==> src/rtl/i2c_cfg_slave.sv <==
// I2C slave bank of 6 registers driving the CIC/FIR controls; define I2C_RD_EN to enable read transfers.
// Latency: register outputs update about 4 clk after the SCL fall that ends a data byte.
// Backpressure: none. SCL is never stretched, and every byte is ACKed once the slave is addressed.
module i2c_cfg_slave #(
    parameter logic [6:0] SLV_ADDR = 7'h28,
    parameter int         DECW     = 2
) (
    input  logic            clk,
    input  logic            reset_n,
    input  logic            scl_i,
    input  logic            sda_i,
    output logic            sda_oe,
    output logic            enable,
    output logic            clear,
    output logic [DECW-1:0] filter_dec_factor,
    output logic [7:0]      coef0,
    output logic [7:0]      coef1,
    output logic [7:0]      coef2,
    output logic [7:0]      div
);

    localparam logic [3:0] ST_IDLE      = 4'd0;
    localparam logic [3:0] ST_ADDR      = 4'd1;
    localparam logic [3:0] ST_ADDR_ACK  = 4'd2;
    localparam logic [3:0] ST_REG       = 4'd3;
    localparam logic [3:0] ST_REG_ACK   = 4'd4;
    localparam logic [3:0] ST_WDATA     = 4'd5;
    localparam logic [3:0] ST_WDATA_ACK = 4'd6;
`ifdef I2C_RD_EN
    localparam logic [3:0] ST_RDATA     = 4'd7;
    localparam logic [3:0] ST_RDATA_ACK = 4'd8;
`endif

    // [0] first sync flop, [1] synchronised value, [2] previous synchronised value
    logic [2:0] scl_sh;
    logic [2:0] sda_sh;
    logic       scl_rise;
    logic       scl_fall;
    logic       start_det;
    logic       stop_det;
    logic       addr_ok;

    logic [3:0] state;
    logic [3:0] bit_cnt;
    logic [7:0] shift;
    logic [7:0] ptr;

    always_ff @(posedge clk or negedge reset_n) begin
        if (!reset_n) begin
            scl_sh <= 3'b111;
            sda_sh <= 3'b111;
        end else begin
            scl_sh <= {scl_sh[1:0], scl_i};
            sda_sh <= {sda_sh[1:0], sda_i};
        end
    end

    assign scl_rise  =  scl_sh[1] & ~scl_sh[2];
    assign scl_fall  = ~scl_sh[1] &  scl_sh[2];
    assign start_det =  scl_sh[1] &  scl_sh[2] & ~sda_sh[1] &  sda_sh[2];
    assign stop_det  =  scl_sh[1] &  scl_sh[2] &  sda_sh[1] & ~sda_sh[2];

`ifdef I2C_RD_EN
    logic       rw;
    logic [7:0] tx;
    logic [7:0] rd_cur;
    logic [7:0] rd_nxt;

    function automatic logic [7:0] rd_reg(input logic [7:0] a);
        case (a)
            8'h00:   rd_reg = {7'b0, enable};
            8'h01:   rd_reg = {{(8-DECW){1'b0}}, filter_dec_factor};
            8'h02:   rd_reg = coef0;
            8'h03:   rd_reg = coef1;
            8'h04:   rd_reg = coef2;
            8'h05:   rd_reg = div;
            default: rd_reg = 8'h00;
        endcase
    endfunction

    always_comb begin
        rd_cur = rd_reg(ptr);
        rd_nxt = rd_reg(ptr + 8'd1);
    end

    assign addr_ok = (shift[7:1] == SLV_ADDR);
`else
    assign addr_ok = (shift[7:1] == SLV_ADDR) && !shift[0];
`endif

    always_ff @(posedge clk or negedge reset_n) begin
        if (!reset_n) begin
            state             <= ST_IDLE;
            bit_cnt           <= 4'd0;
            shift             <= 8'h00;
            ptr               <= 8'h00;
            sda_oe            <= 1'b0;
            enable            <= 1'b0;
            clear             <= 1'b0;
            filter_dec_factor <= '0;
            coef0             <= 8'h00;
            coef1             <= 8'h00;
            coef2             <= 8'h00;
            div               <= 8'h01;
`ifdef I2C_RD_EN
            rw                <= 1'b0;
            tx                <= 8'h00;
`endif
        end else begin
            clear <= 1'b0;
            if (scl_rise) begin
                shift   <= {shift[6:0], sda_sh[1]};
                bit_cnt <= bit_cnt + 4'd1;
            end
            if (start_det) begin
                state   <= ST_ADDR;
                bit_cnt <= 4'd0;
                sda_oe  <= 1'b0;
            end else if (stop_det) begin
                state   <= ST_IDLE;
                bit_cnt <= 4'd0;
                sda_oe  <= 1'b0;
            end else if (scl_fall) begin
                case (state)
                    ST_ADDR: if (bit_cnt == 4'd8) begin
                        if (addr_ok) begin
                            state  <= ST_ADDR_ACK;
                            sda_oe <= 1'b1;
`ifdef I2C_RD_EN
                            rw     <= shift[0];
`endif
                        end else begin
                            state <= ST_IDLE;
                        end
                    end
                    ST_ADDR_ACK: begin
                        bit_cnt <= 4'd0;
`ifdef I2C_RD_EN
                        // Put the read MSB on the bus at the same fall that ends the ACK.
                        if (rw) begin
                            state  <= ST_RDATA;
                            sda_oe <= ~rd_cur[7];
                            tx     <= {rd_cur[6:0], 1'b0};
                        end else begin
                            state  <= ST_REG;
                            sda_oe <= 1'b0;
                        end
`else
                        state  <= ST_REG;
                        sda_oe <= 1'b0;
`endif
                    end
                    ST_REG: if (bit_cnt == 4'd8) begin
                        ptr    <= shift;
                        sda_oe <= 1'b1;
                        state  <= ST_REG_ACK;
                    end
                    ST_REG_ACK, ST_WDATA_ACK: begin
                        sda_oe  <= 1'b0;
                        bit_cnt <= 4'd0;
                        state   <= ST_WDATA;
                    end
                    ST_WDATA: if (bit_cnt == 4'd8) begin
                        case (ptr)
                            8'h00: begin
                                enable <= shift[0];
                                clear  <= shift[1];
                            end
                            8'h01:   filter_dec_factor <= shift[DECW-1:0];
                            8'h02:   coef0 <= shift;
                            8'h03:   coef1 <= shift;
                            8'h04:   coef2 <= shift;
                            8'h05:   div   <= shift;
                            default: ;
                        endcase
                        ptr    <= ptr + 8'd1;
                        sda_oe <= 1'b1;
                        state  <= ST_WDATA_ACK;
                    end
`ifdef I2C_RD_EN
                    ST_RDATA: begin
                        if (bit_cnt == 4'd8) begin
                            sda_oe <= 1'b0;
                            state  <= ST_RDATA_ACK;
                        end else begin
                            sda_oe <= ~tx[7];
                            tx     <= {tx[6:0], 1'b0};
                        end
                    end
                    // shift[0] holds the bit the master drove on the 9th rise.
                    ST_RDATA_ACK: begin
                        bit_cnt <= 4'd0;
                        if (!shift[0]) begin
                            ptr    <= ptr + 8'd1;
                            sda_oe <= ~rd_nxt[7];
                            tx     <= {rd_nxt[6:0], 1'b0};
                            state  <= ST_RDATA;
                        end else begin
                            sda_oe <= 1'b0;
                            state  <= ST_IDLE;
                        end
                    end
`endif
                    default: state <= ST_IDLE;
                endcase
            end
        end
    end

endmodule

==> config.mk <==
export PLATFORM = sky130hd
export DESIGN_NAME = i2c_cfg_slave
export DESIGN_NICKNAME = d
export VERILOG_FILES = /design/src/rtl/i2c_cfg_slave.sv
export SDC_FILE = /design/constraint.sdc
export NUM_CORES = 1
export LEC_CHECK = 0
export ABC_AREA = 1
export ABC_CLOCK_PERIOD_IN_PS = 2300
export CAP_MARGIN = 20
export CORE_MARGIN = 4
export CORE_UTILIZATION = 59
export CTS_CLUSTER_DIAMETER = 60
export DETAILED_ROUTE_END_ITERATION = 10
export HOLD_SLACK_MARGIN = 0.08
export PLACE_DENSITY = 0.85
export SLEW_MARGIN = 5
export SYNTH_ARGS = -nofsm -noshare
export SYNTH_HDL_FRONTEND = slang
export SYNTH_SLANG_ARGS = --single-unit
==> constraint.sdc <==
create_clock -name clk -period 2.3 [get_ports clk]
set_input_delay 0.345 -clock clk [delete_from_list [all_inputs] [get_ports clk]]
set_output_delay 0.345 -clock clk [all_outputs]
set_load 0.01 [all_outputs]
-- Yosys cells after proc, flatten, opt, wreduce, memory -nomap -nowiden
Index checks and enable logic that the tools add are counted.
- reduce and logical (&&, ||, !) cells: 18
- equality and inequality tests: 20
- mux-type cells: 29
- bitwise operators: 13
- $add $sub $neg: 2
- operator list (kind ; number):
    $mux 4 ; 11
    $reduce_and 6->1 ; 7
    $pmux 4 s5 ; 1
    $eq 8x2->1 const B ; 2
    $eq 8x3->1 const B ; 2
    $mux 8 ; 2
    $ne 4x4->1 const B ; 4
    $pmux 8 s2 ; 1
    $eq 4x3->1 const B ; 3
    $mux 1 ; 12
    $add 8x1->8 const B ; 1
    $eq 4x2->1 const B ; 2
    $eq 8x1->1 const B ; 1
    $logic_not 8->1 ; 1
    $and 1x1->1 ; 7
    $eq 7x6->1 const B ; 1
    $not 1->1 ; 6
    $reduce_and 5->1 ; 1
    $reduce_bool 5->1 ; 1
    $add 4x1->4 const B ; 1
    $eq 4x1->1 const B ; 1
    $eq 4x4->1 const B ; 1
    $ne 2x2->1 const B ; 2
    $ne 4x1->1 const B ; 1
    9 further kinds ; 10
- output and inout port bits: 37
- flip-flop bits (word level): 67
- input bits: 4
- word-level logic and storage cells: 96

-- Depth between registers and ports, before layout
Gate-level depths: netlist of the first run.
- depth after elaboration: 8
- mapped depth: 10
- mapped depth without buffers: 9

-- Worst setup path before layout of the first run
Ideal clock, no wire load.
- kind: flip-flop to flip-flop
- start point: reg bit_cnt[0]
- end point: reg coef1[5]
- setup slack: 0.785 ns
- data arrival time: 1.396 ns
- buffers on the path: 1
- data required time: 2.181 ns
- library setup time: 0.119 ns
- cell stages (with the launch flop): 11
- clock period less this slack: 1.515 ns
- cell sequence: dfrtp_1 -> inv_1 -> ha_1 -> nand3_1 -> inv_1 -> nand2_1 -> nor2_8 -> nand3_4 -> buf_6 -> nand2_1 -> o21ai_2
- cells in the longest elaborated chain, start to end: 2
- ends and longest elaborated chain (item ; RTL line ; RTL):
    from (decl) ; 44 ; logic [3:0] bit_cnt;
    from (signal assigned) ; 113 ; bit_cnt <= bit_cnt + 4'd1;
    $eq 4x4->1 ; 163 ; ST_WDATA: if (bit_cnt == 4'd8) begin
    $reduce_and 6->1 (no source line) ; -- ;
    to (signal assigned) ; 171 ; 8'h03: coef1 <= shift;
    to (decl) ; 17 ; output logic [7:0] coef1,
No other way between the ends.
A chain may end at the register's enable or synchronous reset.

-- Worst setup path in the final report of the first run
- start point: reg div[0]
- end point: out div[0]
- RTL lines (item ; RTL line ; RTL):
    from (decl) ; 19 ; output logic [7:0] div
    from (signal assigned) ; 173 ; 8'h05: div <= shift;
No word-level cell between the ends.

==> results.cfg, run 1 <==
[placement]
place_congestion = 0.907
dp_hpwl_um = 4630
preCtsSetupSlack_ns = 0.621
portBuffers = 40

[synth]
yosys.area.top_type = dfrtp_1
syn_area_mm2 = 0.00304
post_synth_inst_count = 337
synthTopCellsByArea = dfrtp_1, nand2_1, dfstp_2
yosysSeqAreaShare = 0.547
syn_avg_cell_area_um2 = 9.01
synth_top_area_frac = 0.486
ys_seq_elements = 66
synth_cell_types = 33
yosysWarnings = 0
synth_nets = 347

[setup_path]
crit_cells = 1
cp_num_buf_inv = 1
cp.required_ns = 1.96
cp_cell_sequence = clkdlybuf4s50_1
critPathKind = flip-flop to output pin
start_kind = flip-flop
crit_family = flip-flops
arrival_ns = 1.40
endpoint_kind = output pin
rr_worst_depth = 8
critPathMaxStageDelay_ns = 0.54
path_max_fanout = 2
cp_slowest_cell = dfstp_2

[clocking]
post-cts-setup-buffer-count = 0
cts_buffers = 9
postCtsResizedCells = 0
cts_hold_buf = 1
cts_tree = yes
numClockSinks = 66
cts_max_path_buffers = 2
clk_pin_slew_ns = 0.06
htree_levels = 3
clk_latency_ns = 0.33
cts-root-buf = clkbuf_8

[route]
route.detailed.drc = 0
viasPerCell = 5.29
firstDrtPassIters = 4
dr_total_vias = 2406
antenna_left = 0
routedWlPerCell_um = 14.2
wl_um = 6470
drt-initial-drc-count = 220

[final_layout]
final_common_cell = nand2_1
syn2layout_area_growth_pct = 21.4
nNetsFinal = 393
final_layout_size_suffix_gt1_frac = 0.116
layout_common_cells = nand2_1, dfrtp_1, inv_1
n_fill_cell = 348
diodes = 0

[timing]
finalHoldViolations = 0
final.setup.tns_ns = 0
min_period_over_period = 0.757
setup_slack_ns = 0.558
rsz0062_at_grt = false
max_freq_ghz = 0.574
finalMaxSlewViolations = 0
min_period_ns = 1.74
relSlewSlack = 0.595
setup-violations-final = 0
fin_skew_ns = 0.0137
tightest_slew_ns = 0.607

[power_and_ir_drop]
p_leak_uw = 0.00171
power_frac_comb = 0.079
swShare = 0.248
seqPwrFrac = 0.529
p_per_area_mw_per_mm2 = 646
p_clk_frac = 0.392
p_sw_uw = 591
p_int_uw = 1790
ir_drop_v = 0.000550

[die]
die_y_um = 79.7
rows = 25
dieArea_mm2 = 0.00636
core_region_area_mm2 = 0.00485
dieWidth_um = 79.7
io_pins = 41
initial_utilization = 0.626

[grt]
grt_pass1_wl_um = 11500
grt_start_max_net_pins = 42
overflow = 0
grtUsageTotal = 0.236
grt_pass1_vias = 2396
antenna_found_initial = 0

[run_status]
status = finished, final reports clean

[min_path]
whs_path_depth = 0
timing.hold.worst.class = flip-flop to flip-flop

[job]
timing.max_cap.violations = 0
## per-stage QoR
| stage | std cells | hold slack, ns | power [uW] | utilization | cell area, um2 |
|---|---|---|---|---|---|
| floorplan | 337 | 0.0494 | 1370 | - | 3040 |
| detailed placement | 438 | 0.348 | 1470 | 0.719 | 3490 |
| CTS | 455 | 0.356 | 2400 | 0.761 | 3690 |
| global route | 455 | 0.359 | 2490 | 0.761 | 3690 |
| finish | 455 | 0.356 | 2380 | 0.761 | 3690 |
| global placement | 438 | 0.346 | 1460 | 0.719 | 3490 |
## state kept, by name, summed over array words and instances, names as in the netlist, 3 cells and up
signal,cells
bit_cnt,4
coef0,8
coef1,8
coef2,8
div,8
ptr,8
scl_sh,3
sda_sh,3
shift,8
state,3
## final cells by class
type / count / area, um2 / share of cell area
timing repair buffer: 43 / 433 / 0.117
clock buffer: 13 / 149 / 0.0404
clock inverter: 3 / 40.0 / 0.0109
multi-input combinational: 213 / 1130 / 0.307
sequential: 66 / 1660 / 0.450
tap: 67 / 83.8 / 0.0227
inverter: 50 / 189 / 0.0512
## power by group through the flow
stage / registers, uW / logic [uW] / clock network, uW
floorplan: 1260 / 104 / 0
global placement: 1280 / 179 / 0
detailed placement: 1280 / 185 / 0
CTS: 1260 / 190 / 946
global route: 1270 / 214 / 1010
finish: 1260 / 188 / 933
## cell families (layout without fill, tap and decap cells)
kind of cell | count (synthesis) | in the layout | synth area share
buffers and inverters | 58 | 109 | 0.0803
xor gates and xnor gates | 2 | 2 | 0.00577
and+or+nand+nor | 128 | 128 | 0.200
AOI/OAI and AO/OA | 77 | 77 | 0.143
adders and majority gates | 6 | 6 | 0.0247
DFF | 66 | 66 | 0.547
## synthesized netlist by cell type (all sizes together)
cell	number
nand4	3
a21boi	1
o21a	1
dfstp	7
inv	49
dfrtp	59
nor3	3
nor2	39
nand3	18
xor2	2
nand2	65
o22ai	2
a22oi	2
clkbuf	2
clkinv	1
o211ai	1
o21ai	45
a211oi	1
a21oi	24
ha	6
buf	6
## per-layer routing
metal | global-route usage | vias up | part of all wire
li1 | - | 1179 | -
met1 | 0.324 | 1142 | 0.42
met2 | 0.385 | 76 | 0.51
met3 | 0.0339 | 9 | 0.061
met4 | 0.0828 | 0 | 0.011
met5 | 0 | - | 0
## worst paths after layout
path	from	end	slack (ns)
hold / removal	sda_sh[0]	sda_sh[1]	0.36
setup / recovery	div[0]	div[0]	0.56
setup reg to reg	bit_cnt[1]	ptr[2]	0.56
max in group asynchronous	reset_n	scl_sh[1]	1.04
hold reg to reg	sda_sh[0]	sda_sh[1]	0.36
min in group asynchronous	reset_n	coef1[0]	0.56
(Power assumes the default switching activity.)
==> inputs of run 2 (changes only) <==
ABC_CLOCK_PERIOD_IN_PS = 1500   (was 2300)
CORE_UTILIZATION = 49   (was 59)
PLACE_DENSITY = 0.75   (was 0.85)
clock period = 1.5 ns   (was 2.3 ns; I/O delays follow)
==> run 2 against run 1 <==
Effect of this change: the flow now finishes with violations (negative setup slack); cell area up 19%; clock-buffer cell count down 1; die area up 18%; utilization down 2.5 points; sequential cell count unchanged; sequential power up 56%; wire length up 23%; critical path type is now flip-flop to flip-flop.
==> results.cfg, run 2 (same netlist as run 1, synthesis figures left out) <==
[run_status]
status = finished, violations left
violations = negative setup slack

[grt]
grt_pass1_vias = 2502
grt_start_max_net_pins = 67
grtUsageTotal = 0.208
overflow = 0
grt_pass1_wl_um = 12200
antenna_found_initial = 0

[final_layout]
n_fill_cell = 376
multi_input_area_mm2 = 0.00138
layout_common_cells = dfrtp_1, nand2_1, inv_1
ff_latch_area_mm2 = 0.00166
fin_cells = 507
final_layout_size_suffix_gt1_frac = 0.326
diodes = 0
final_common_cell = dfrtp_1
stdcell_area_mm2 = 0.00438
nNetsFinal = 437
syn2layout_area_growth_pct = 44.3

[clocking]
cts_tree = yes
clk_pin_slew_ns = 0.08
cts-root-buf = clkbuf_8
htree_levels = 3
clk_latency_ns = 0.35
cts_max_path_buffers = 2
cts_buffers = 9
numClockSinks = 66

[die]
io_pins = 41
dieWidth_um = 86.7
dieArea_mm2 = 0.00752
initial_utilization = 0.510
rows = 28
die_y_um = 86.7
core_region_area_mm2 = 0.00596

[min_path]
timing.hold.worst.class = input pin to flip-flop

[power_and_ir_drop]
p_per_area_mw_per_mm2 = 883
p_int_uw = 2830
p_leak_uw = 0.00230
p_sw_uw = 1040
seqPwrFrac = 0.505
power_frac_comb = 0.105
p_clk_frac = 0.390
swShare = 0.270
ir_drop_v = 0.000446

[timing]
fin_skew_ns = 0.0116
setup_slack_ns = -0.0600
min_period_over_period = 1.04
max_freq_ghz = 0.641
relSlewSlack = 0.774
finalHoldViolations = 0
rsz0062_at_grt = true
setup-violations-final = 13
min_period_ns = 1.56
finalMaxSlewViolations = 0
tightest_slew_ns = 0.335

[setup_path]
path_max_fanout = 8
arrival_ns = 1.80
ff2ff_setup_slack_ns = -0.06
crit_end = coef2[3]
endpoint_kind = flip-flop
worstSetupStartpoint = state[1]
start_kind = flip-flop
rr_startpoint = state[1]
critPathMaxStageDelay_ns = 0.43
cp_cell_sequence = inv_2 -> nand3_4 -> nor3_4 -> nand3_2 -> buf_12 -> nor2_1 -> a21oi_1
r2r_end = coef2[3]
cp_slowest_cell = dfrtp_1
critPathKind = flip-flop to flip-flop
cp.required_ns = 1.74
rr_worst_depth = 7

[placement]
placedCellCount = 475
portBuffers = 40
place_congestion = 0.922
postPlaceCellArea_mm2 = 0.00374
dp_hpwl_um = 4760

[route]
drt-initial-drc-count = 187
dr_total_vias = 2690
antenna_left = 0
viasPerCell = 5.31
firstDrtPassIters = 4
routed.top_layer = met4
routedWlPerCell_um = 15.7
met2_length_um = 4050
route.detailed.drc = 0
wl_met3_um = 353
wl_um = 7980
m1WireLength_um = 3410

[job]
timing.max_cap.violations = 0
==> run 2: cell types whose count changed in the layout (fill, tap and decap cells not counted), sizes merged <==
cell | previous run | this run
buf | 3 | 43
clkbuf | 13 | 14
clkdlybuf4s50 | 39 | 21
clkinv | 3 | 2
clkinvlp | 0 | 1
dlygate4sd2 | 0 | 2
dlymetal6s2s | 0 | 16
inv | 49 | 50
nand3 | 18 | 20
==> run 2: routing by layer <==
layer,vias to the layer above,GRT usage
li1,1278,-
met1,1317,0.279
met2,80,0.337
met3,15,0.0314
met4,0,0.0892
met5,-,0
==> run 2: through the flow <==
stage / setup WS (ns) / utilization / hold WS (ns) / total power [uW] / setup TNS, ns
after floorplan: 0.0111 / - / -0.0706 / 2100 / 0
after global placement: -0.0546 / 0.628 / 0.266 / 2310 / -0.223
after detailed placement: -0.0934 / 0.628 / 0.268 / 2330 / -0.797
after CTS: -0.000988 / 0.678 / 0.289 / 3820 / -0.000988
after global routing: -0.126 / 0.736 / 0.291 / 4040 / -2.65
final: -0.0600 / 0.736 / 0.293 / 3870 / -0.269
==> run 2: cell type report <==
class | instances | area share
sequential | 66 | 0.379
tap | 75 | 0.0214
multi-input combinational | 215 | 0.314
clock inverter | 4 | 0.0117
clock buffer | 12 | 0.0331
inverter | 50 | 0.0440
timing repair buffer | 85 | 0.196
==> run 2: worst min-delay path by stage <==
stage | slack, ns | end | cells past startpoint | from
2_1_floorplan | -0.07 | bit_cnt[0] | 0 | reset_n
3_3_place_gp | 0.27 | coef0[4] | 2 | reset_n
3_5_place_dp | 0.27 | coef0[4] | 2 | reset_n
4_1_cts | 0.29 | scl_sh[0] | 1 | scl_i
5_1_grt | 0.29 | scl_sh[0] | 1 | scl_i
6_report | 0.29 | scl_sh[0] | 1 | scl_i
==> run 2: what timing repair did <==
| item | 4_1_cts | 5_1_grt |
|---|---|---|
| hold buffers | 1 | 0 |
| resized for setup | 22 | 75 |
| pin swaps | 5 | 8 |
| endpoints found under the setup margin | 32 | 59 |
| setup buffers | 0 | 11 |
| hold endpoints to repair | 59 | 0 |
| gates cloned | 2 | 2 |
==> run 2: critical path, delay by kind of cell, from the launching register on <==
family,cells,cell delay (ns)
buffers and inverters,2,0.30
AND/OR/NAND/NOR,4,0.65
AO/OA/AOI/OAI,1,0.06
flip-flops,1,0.43
==> run 2: power by group through the flow <==
stage / sequential [uW] / combinational (uW) / clock, uW
final: 1960 / 406 / 1510
after global routing: 1960 / 454 / 1620
after CTS: 1930 / 377 / 1510
after detailed placement: 1960 / 361 / 0
after global placement: 1960 / 351 / 0
after floorplan: 1940 / 160 / 0
